`config.mk`:
```
export PLATFORM = sky130hd
export DESIGN_NAME = hazard_unit
export DESIGN_NICKNAME = d
export VERILOG_FILES = /design/src/rtl/hazard_pkg.sv /design/src/rtl/hazard_scoreboard.sv /design/src/rtl/hazard_unit.sv
export SDC_FILE = /design/constraint.sdc
export NUM_CORES = 1
export LEC_CHECK = 0
export ABC_AREA = 1
export CELL_PAD_IN_SITES_DETAIL_PLACEMENT = 1
export CELL_PAD_IN_SITES_GLOBAL_PLACEMENT = 1
export CORE_MARGIN = 8
export CORE_UTILIZATION = 30
export CTS_BUF_LIST = sky130_fd_sc_hd__clkbuf_2 sky130_fd_sc_hd__clkbuf_4 sky130_fd_sc_hd__clkbuf_8
export CTS_CLUSTER_DIAMETER = 120
export DETAILED_ROUTE_END_ITERATION = 10
export GPL_TIMING_DRIVEN = 0
export PLACE_DENSITY = 0.83
export SYNTH_ARGS = -nofsm -noshare
export SYNTH_HDL_FRONTEND = slang
export SYNTH_SLANG_ARGS = --single-unit
```
`constraint.sdc`:
```
create_clock -name clk -period 2.2 [get_ports clk]
set_input_delay 0.33 -clock clk [delete_from_list [all_inputs] [get_ports clk]]
set_output_delay 0.33 -clock clk [all_outputs]
set_load 0.01 [all_outputs]
```
`src/rtl/hazard_pkg.sv`:
```
// Shared types and constants for the decode-stage hazard unit and the
// downstream EX operand bypass mux.
package hazard_pkg;

   localparam int unsigned NREGS = 32;
   localparam int unsigned AW    = 5;

   // Operand source select registered into EX. Each code names the stage the
   // producer occupies once the consumer has reached EX.
   typedef enum logic [1:0] {
      BYP_RF  = 2'd0,
      BYP_MEM = 2'd1,
      BYP_WB  = 2'd2,
      BYP_WB2 = 2'd3
   } byp_sel_t;

   // A pipeline stage will write the register a decode operand reads.
   // x0 never matches.
   function automatic logic stage_hit(
      input logic          valid,
      input logic          wxd,
      input logic [AW-1:0] waddr,
      input logic [AW-1:0] rs,
      input logic          ren
   );
      return valid && wxd && ren && (waddr == rs) && (rs != '0);
   endfunction

   // Youngest producer wins: EX, then MEM, then WB, then the register file.
   function automatic byp_sel_t byp_pick(
      input logic ex_hit,
      input logic mem_hit,
      input logic wb_hit
   );
      if (ex_hit)       return BYP_MEM;
      else if (mem_hit) return BYP_WB;
      else if (wb_hit)  return BYP_WB2;
      else              return BYP_RF;
   endfunction

endpackage

```
`src/rtl/hazard_scoreboard.sv`:
```
// Pending-writeback scoreboard for long-latency writers (loads, mul/div).
// One bit per architectural register; x0 is never marked. A clear arriving
// this cycle is applied to the read ports immediately so dependent
// instructions release in the same cycle the writeback lands.
module hazard_scoreboard
   import hazard_pkg::*;
(
   input  logic             clk,
   input  logic             reset,
   input  logic             set_en,
   input  logic [AW-1:0]    set_addr,
   input  logic             clr_en,
   input  logic [AW-1:0]    clr_addr,
   input  logic [AW-1:0]    rd_addr1,
   input  logic [AW-1:0]    rd_addr2,
   input  logic [AW-1:0]    rd_addr3,
   output logic             rd_pend1,
   output logic             rd_pend2,
   output logic             rd_pend3,
   output logic [NREGS-1:0] pending
);

   logic [NREGS-1:0] sb_q;
   logic [NREGS-1:0] sb_d;
   logic [NREGS-1:0] set_mask;
   logic [NREGS-1:0] clr_mask;
   logic [NREGS-1:0] sb_eff;

   // Build set/clear masks; the clear is folded in before the set so a
   // same-cycle set of the same register (younger writer) wins.
   always_comb begin
      set_mask = '0;
      clr_mask = '0;
      if (set_en && (set_addr != '0)) begin
         set_mask[set_addr] = 1'b1;
      end
      if (clr_en) begin
         clr_mask[clr_addr] = 1'b1;
      end
      sb_eff   = sb_q & ~clr_mask;
      sb_d     = sb_eff | set_mask;
      rd_pend1 = sb_eff[rd_addr1];
      rd_pend2 = sb_eff[rd_addr2];
      rd_pend3 = sb_eff[rd_addr3];
   end

   // Scoreboard state; reset drops every outstanding writeback.
   always_ff @(posedge clk) begin
      if (reset) begin
         sb_q <= '0;
      end else begin
         sb_q <= sb_d;
      end
   end

   assign pending = sb_q;

endmodule

```
`src/rtl/hazard_unit.sv`:
```
// Decode-stage interlock and bypass-select generator for the 5-stage
// integer pipeline. Stalls decode on load-use, scoreboard RAW/WAW and
// in-flight long-latency producers, and registers per-operand bypass
// selects into EX.
// Build option: define HAZARD_BYPASS_EN to enable forwarding. Without it the
// selects are tied to BYP_RF and any RAW hit in EX/MEM/WB stalls decode.
module hazard_unit
   import hazard_pkg::*;
(
   input  logic             clk,
   input  logic             reset,
   input  logic             id_valid,
   input  logic [AW-1:0]    id_rs1,
   input  logic             id_ren1,
   input  logic [AW-1:0]    id_rs2,
   input  logic             id_ren2,
   input  logic [AW-1:0]    id_waddr,
   input  logic             id_wxd,
   input  logic             ex_reg_valid,
   input  logic [AW-1:0]    ex_waddr,
   input  logic             ex_ctrl_wxd,
   input  logic             ex_ctrl_mem,
   input  logic             ex_ctrl_ll,
   input  logic             ex_kill,
   input  logic             mem_reg_valid,
   input  logic [AW-1:0]    mem_waddr,
   input  logic             mem_ctrl_wxd,
   input  logic             wb_reg_valid,
   input  logic [AW-1:0]    wb_waddr,
   input  logic             wb_ctrl_wxd,
   input  logic             ll_wb_valid,
   input  logic [AW-1:0]    ll_wb_waddr,
   output logic             id_stall,
   output logic [1:0]       ex_byp_sel1,
   output logic [1:0]       ex_byp_sel2,
   output logic [NREGS-1:0] sb_pending
);

   logic ex_hit1, ex_hit2;
   logic mem_hit1, mem_hit2;
   logic wb_hit1, wb_hit2;
   logic ex_hit;
   logic load_use;
   logic sb_raw;
   logic sb_waw;
   logic ll_hit;
   logic raw_nofwd;
   logic sb_set;
   logic pend1, pend2, pend3;

   assign sb_set = ex_reg_valid && ex_ctrl_wxd && ex_ctrl_ll && !ex_kill;

   hazard_scoreboard u_sb (
      .clk      (clk),
      .reset    (reset),
      .set_en   (sb_set),
      .set_addr (ex_waddr),
      .clr_en   (ll_wb_valid),
      .clr_addr (ll_wb_waddr),
      .rd_addr1 (id_rs1),
      .rd_addr2 (id_rs2),
      .rd_addr3 (id_waddr),
      .rd_pend1 (pend1),
      .rd_pend2 (pend2),
      .rd_pend3 (pend3),
      .pending  (sb_pending)
   );

   // Classify decode hazards against each in-flight writer and the scoreboard.
   always_comb begin
      ex_hit1  = stage_hit(ex_reg_valid,  ex_ctrl_wxd,  ex_waddr,  id_rs1, id_ren1);
      ex_hit2  = stage_hit(ex_reg_valid,  ex_ctrl_wxd,  ex_waddr,  id_rs2, id_ren2);
      mem_hit1 = stage_hit(mem_reg_valid, mem_ctrl_wxd, mem_waddr, id_rs1, id_ren1);
      mem_hit2 = stage_hit(mem_reg_valid, mem_ctrl_wxd, mem_waddr, id_rs2, id_ren2);
      wb_hit1  = stage_hit(wb_reg_valid,  wb_ctrl_wxd,  wb_waddr,  id_rs1, id_ren1);
      wb_hit2  = stage_hit(wb_reg_valid,  wb_ctrl_wxd,  wb_waddr,  id_rs2, id_ren2);
      ex_hit   = ex_hit1 || ex_hit2;
      load_use = ex_hit && ex_ctrl_mem && !ex_kill;
      sb_raw   = (pend1 && id_ren1) || (pend2 && id_ren2);
      sb_waw   = id_wxd && pend3;
      ll_hit   = ex_hit && ex_ctrl_ll;
`ifdef HAZARD_BYPASS_EN
      raw_nofwd = 1'b0;
`else
      // No forwarding network: every in-flight RAW must wait for the RF,
      // including WB since the register file is not write-first.
      raw_nofwd = ex_hit || mem_hit1 || mem_hit2 || wb_hit1 || wb_hit2;
`endif
      id_stall = id_valid && (load_use || sb_raw || sb_waw || ll_hit || raw_nofwd);
   end

`ifdef HAZARD_BYPASS_EN
   byp_sel_t sel1_q, sel1_d;
   byp_sel_t sel2_q, sel2_d;

   // Select per operand, shifted one stage since producer and consumer advance
   // together; a stalled or empty decode slot sends a bubble with no bypass.
   always_comb begin
      sel1_d = BYP_RF;
      sel2_d = BYP_RF;
      if (id_valid && !id_stall) begin
         sel1_d = byp_pick(ex_hit1, mem_hit1, wb_hit1);
         sel2_d = byp_pick(ex_hit2, mem_hit2, wb_hit2);
      end
   end

   // EX-stage bypass select registers.
   always_ff @(posedge clk) begin
      if (reset) begin
         sel1_q <= BYP_RF;
         sel2_q <= BYP_RF;
      end else begin
         sel1_q <= sel1_d;
         sel2_q <= sel2_d;
      end
   end

   assign ex_byp_sel1 = sel1_q;
   assign ex_byp_sel2 = sel2_q;
`else
   assign ex_byp_sel1 = BYP_RF;
   assign ex_byp_sel2 = BYP_RF;
`endif

endmodule

```
==> results.sh <==
export IMPL_crit_path_end_kind="primary output"
export IMPL_drt_iter0_drc=386
export IMPL_slew_violations=0
export IMPL_rr_endpoint="u_sb.pending[18]$_SDFF_PP0_"
export IMPL_finalSetupTns_ns=-0.1329
export IMPL_cp_data_required_time_ns=1.87
export IMPL_final_util=0.4769
export IMPL_clock_latency_ns=0.28
export IMPL_drtPass1Iterations=7
export IMPL_setup_viol=1
export IMPL_diodes=0
export IMPL_syn_to_final_growth_pct=57.49
export IMPL_timing_hold_ws_ns=0.5338
export IMPL_postRouteAntennaNets=0
export IMPL_syn_cell_area_um2=2905
export IMPL_r2r_start="u_sb.pending[18]$_SDFF_PP0_"
export IMPL_grt_usage=0.2383
export IMPL_critPathMaxStageDelay_ns=0.16
export IMPL_core_area_um2=9594
export IMPL_ios=88
export IMPL_seq_area_frac_synth=0.2205
export IMPL_syn_inst=527
export IMPL_post_drt_wl_per_cell_um=21.11
export IMPL_crit_end="id_stall"
export IMPL_status="complete, but fails checks"
export IMPL_worstSetupStartpoint="ll_wb_waddr[0]"
export IMPL_ff2ff_path_depth=3
export IMPL_cap_violations=0
export IMPL_dieArea_um2=13090
export IMPL_crit_type="in -> out"
export IMPL_p_leak_nw=1.808
export IMPL_r2r_slack_ns=1.25
export IMPL_wirelength_um=16210
export IMPL_grt_pass1_wl_um=24150
export IMPL_path_buf_inv=4
export IMPL_hp_class="reg -> reg"
export IMPL_cp_slowest_cell="a21oi_1"
export IMPL_antenna_found_initial=0
export IMPL_peakVddDrop_mv=0.3456
export IMPL_clkTransAtPathRegs_ns=0.07
export IMPL_crit_chain="buf_2 > inv_2 > nand2_4 > nor2_4 > buf_12 > nand2_1 > a21oi_1 > nor2_1 > nand2_1 > nand3_2 > nand2_1 > nand2_1 > nand3_1 > nand2_1 > nor2_2 > nor2_1 > buf_2"
export IMPL_cp_max_fo=8
export IMPL_grt_overflow_total=0
export IMPL_layout_drive_gt1_share=0.2283
export IMPL_largest_register_ffs=32
export IMPL_syn_avg_cell_area_um2=5.513
export IMPL_synth_seq_cells=32
export IMPL_p_per_area_nw_per_um2=350.2
export IMPL_setup_ws_ns=-0.1329
export IMPL_worst_clock_skew_ns=0
export IMPL_clock_fmax_ghz=0.4287
export IMPL_rsz0062_at_grt="true"
export IMPL_cts_sinks=32
export IMPL_crit_arrival_ns=2.00
export IMPL_crit_top_cell="nand2_1"
export IMPL_die_h_um=114.4
export IMPL_cts_tree="done"
export IMPL_gp_congestion=0.9651
export IMPL_synth_cell_types=24
export IMPL_die_x_um=114.4
export IMPL_startpoint_type="input pin"
export IMPL_rows=36
export IMPL_hold_viol=0
export IMPL_yosys_area_top_type_share=0.2205
export IMPL_cts_htree_levels=2
export IMPL_drc=0
export IMPL_grt_pass1_vias=4464
export IMPL_vias_per_cell=5.736
export IMPL_maxSlewHeadroom=0.3831
export IMPL_hold_depth=2
export IMPL_cts_made_buffers=5
export IMPL_yosys_top_cells_area="dfxtp_1 (22%), nand2_1 (20%), nand3_1 (19%)"
export IMPL_clock_path_buffers=2
export IMPL_numPortBuffers=77
export IMPL_critPathTopFamily="simple AND/OR/NAND/NOR gates"
export IMPL_finalCriticalPeriod_ns=2.333
export IMPL_grt_max_degree=11
export IMPL_vias=4405
export IMPL_tightest_slew_ns=0.9203
export IMPL_violations="negative setup slack"
export IMPL_nNetsFinal=686
export IMPL_min_period_over_period=1.060
export IMPL_cp_num_cells=17
export IMPL_yosys_warnings=0
export IMPL_start_util=0.3028
export IMPL_clockRootBuffer="clkbuf_8"
export IMPL_yosysTopAreaCell="dfxtp_1"
export IMPL_dpl_hpwl_um=11470
==> layer usage <==
layer  track usage  wire, um  vias to the layer above
met1        0.2850      6367                     2125
met2        0.4045      7959                      229
met4       0.09317       525                        0
met5             0         0                        -
met3       0.05222      1357                       52
li1              -         -                     1999
==> report_power, final <==
part	leakage, nW	switching (W)	internal (W)
logic	1.51	0.000342	0.000214
clock network	0.0445	0.000237	0.000228
registers	0.258	0.00000146	0.000580
==> placed cells by master, fill, tap and decap left out, drive strengths merged, types with 3 or more instances in the layout <==
cell type / n
clkbuf: 24
o21ai: 3
dfxtp: 32
xnor2: 5
o22ai: 11
nand3: 110
a21oi: 50
clkdlybuf4s50: 58
buf: 36
dlymetal6s2s: 5
nor3: 15
a211oi: 4
nand4: 4
inv: 40
a21boi: 12
nor2: 51
nand2: 157
conb: 4
==> cells in the mapped netlist <==
cell	instances
nand2_1	157
nand3_1	110
nor2_1	51
a21oi_1	50
inv_1	42
dfxtp_1	32
clkbuf_1	14
nor3_1	14
a21boi_0	12
o22ai_1	11
xnor2_1	5
a211oi_1	4
buf_2	4
buf_4	4
nand4_1	4
o21ai_0	3
a221oi_1	2
o2111ai_1	2
clkinv_1	1
conb_1	1
nor3_2	1
nor3b_1	1
o221a_2	1
xor2_1	1
==> worst min-delay path by stage <==
stage	from	to	slack (ns)
6_report	u_sb.pending[13]$_SDFF_PP0_	u_sb.pending[13]$_SDFF_PP0_	0.53
5_1_grt	u_sb.pending[22]$_SDFF_PP0_	u_sb.pending[22]$_SDFF_PP0_	0.56
4_1_cts	u_sb.pending[27]$_SDFF_PP0_	u_sb.pending[27]$_SDFF_PP0_	0.54
3_5_place_dp	u_sb.pending[27]$_SDFF_PP0_	u_sb.pending[27]$_SDFF_PP0_	0.53
3_3_place_gp	u_sb.pending[27]$_SDFF_PP0_	u_sb.pending[27]$_SDFF_PP0_	0.51
2_1_floorplan	reset	u_sb.pending[24]$_SDFF_PP0_	0.40
==> what timing repair did <==
item                                    in CTS  in global routing
pin swaps                                   17                 23
endpoints found under the setup margin      11                  8
gates cloned                                 1                  0
hold buffers                                 0                  0
buffers inserted                             9                 11
endpoints found under the hold margin        0                  0
resized for setup                          126                 88
==> tightest hold or removal path: stages, from the launching register on <==
cell	delay [ns]
dfxtp_1	0.35
nand2_2	0.08
a21oi_1	0.06
==> cells by family after synthesis <==
logic type / count (synthesis) / share of synthesized area
other cells: 1 / 0.001291
compound gates: 85 / 0.1723
xor+xnor: 6 / 0.01809
simple gates: 338 / 0.4970
buf+inv: 65 / 0.09087
flops: 32 / 0.2205
==> final cells by class <==
| type | instances | area (um2) |
|---|---|---|
| Buffer | 22 | 173.9 |
| Clock buffer | 6 | 76.32 |
| Clock inverter | 1 | 5.005 |
| Fill cell | 1278 | 5019 |
| Inverter | 43 | 176.4 |
| Multi-Input combinational cell | 433 | 2375 |
| Sequential cell | 32 | 640.6 |
| Tap cell | 133 | 166.4 |
| Timing Repair Buffer | 98 | 962.2 |
==> stage by stage <==
step | std cells | instance area (um2) | worst slack, ns | total power [W]
floorplan | 530 | 2917 | 0.2884 | 0.0008156
global placement | 740 | 3854 | -1.343 | 0.001020
detailed placement | 740 | 3864 | -1.390 | 0.001031
CTS | 757 | 4332 | -0.1994 | 0.001546
global route | 768 | 4576 | -0.2467 | 0.001660
finish | 768 | 4576 | -0.1329 | 0.001603
(Power assumes the default switching activity.)
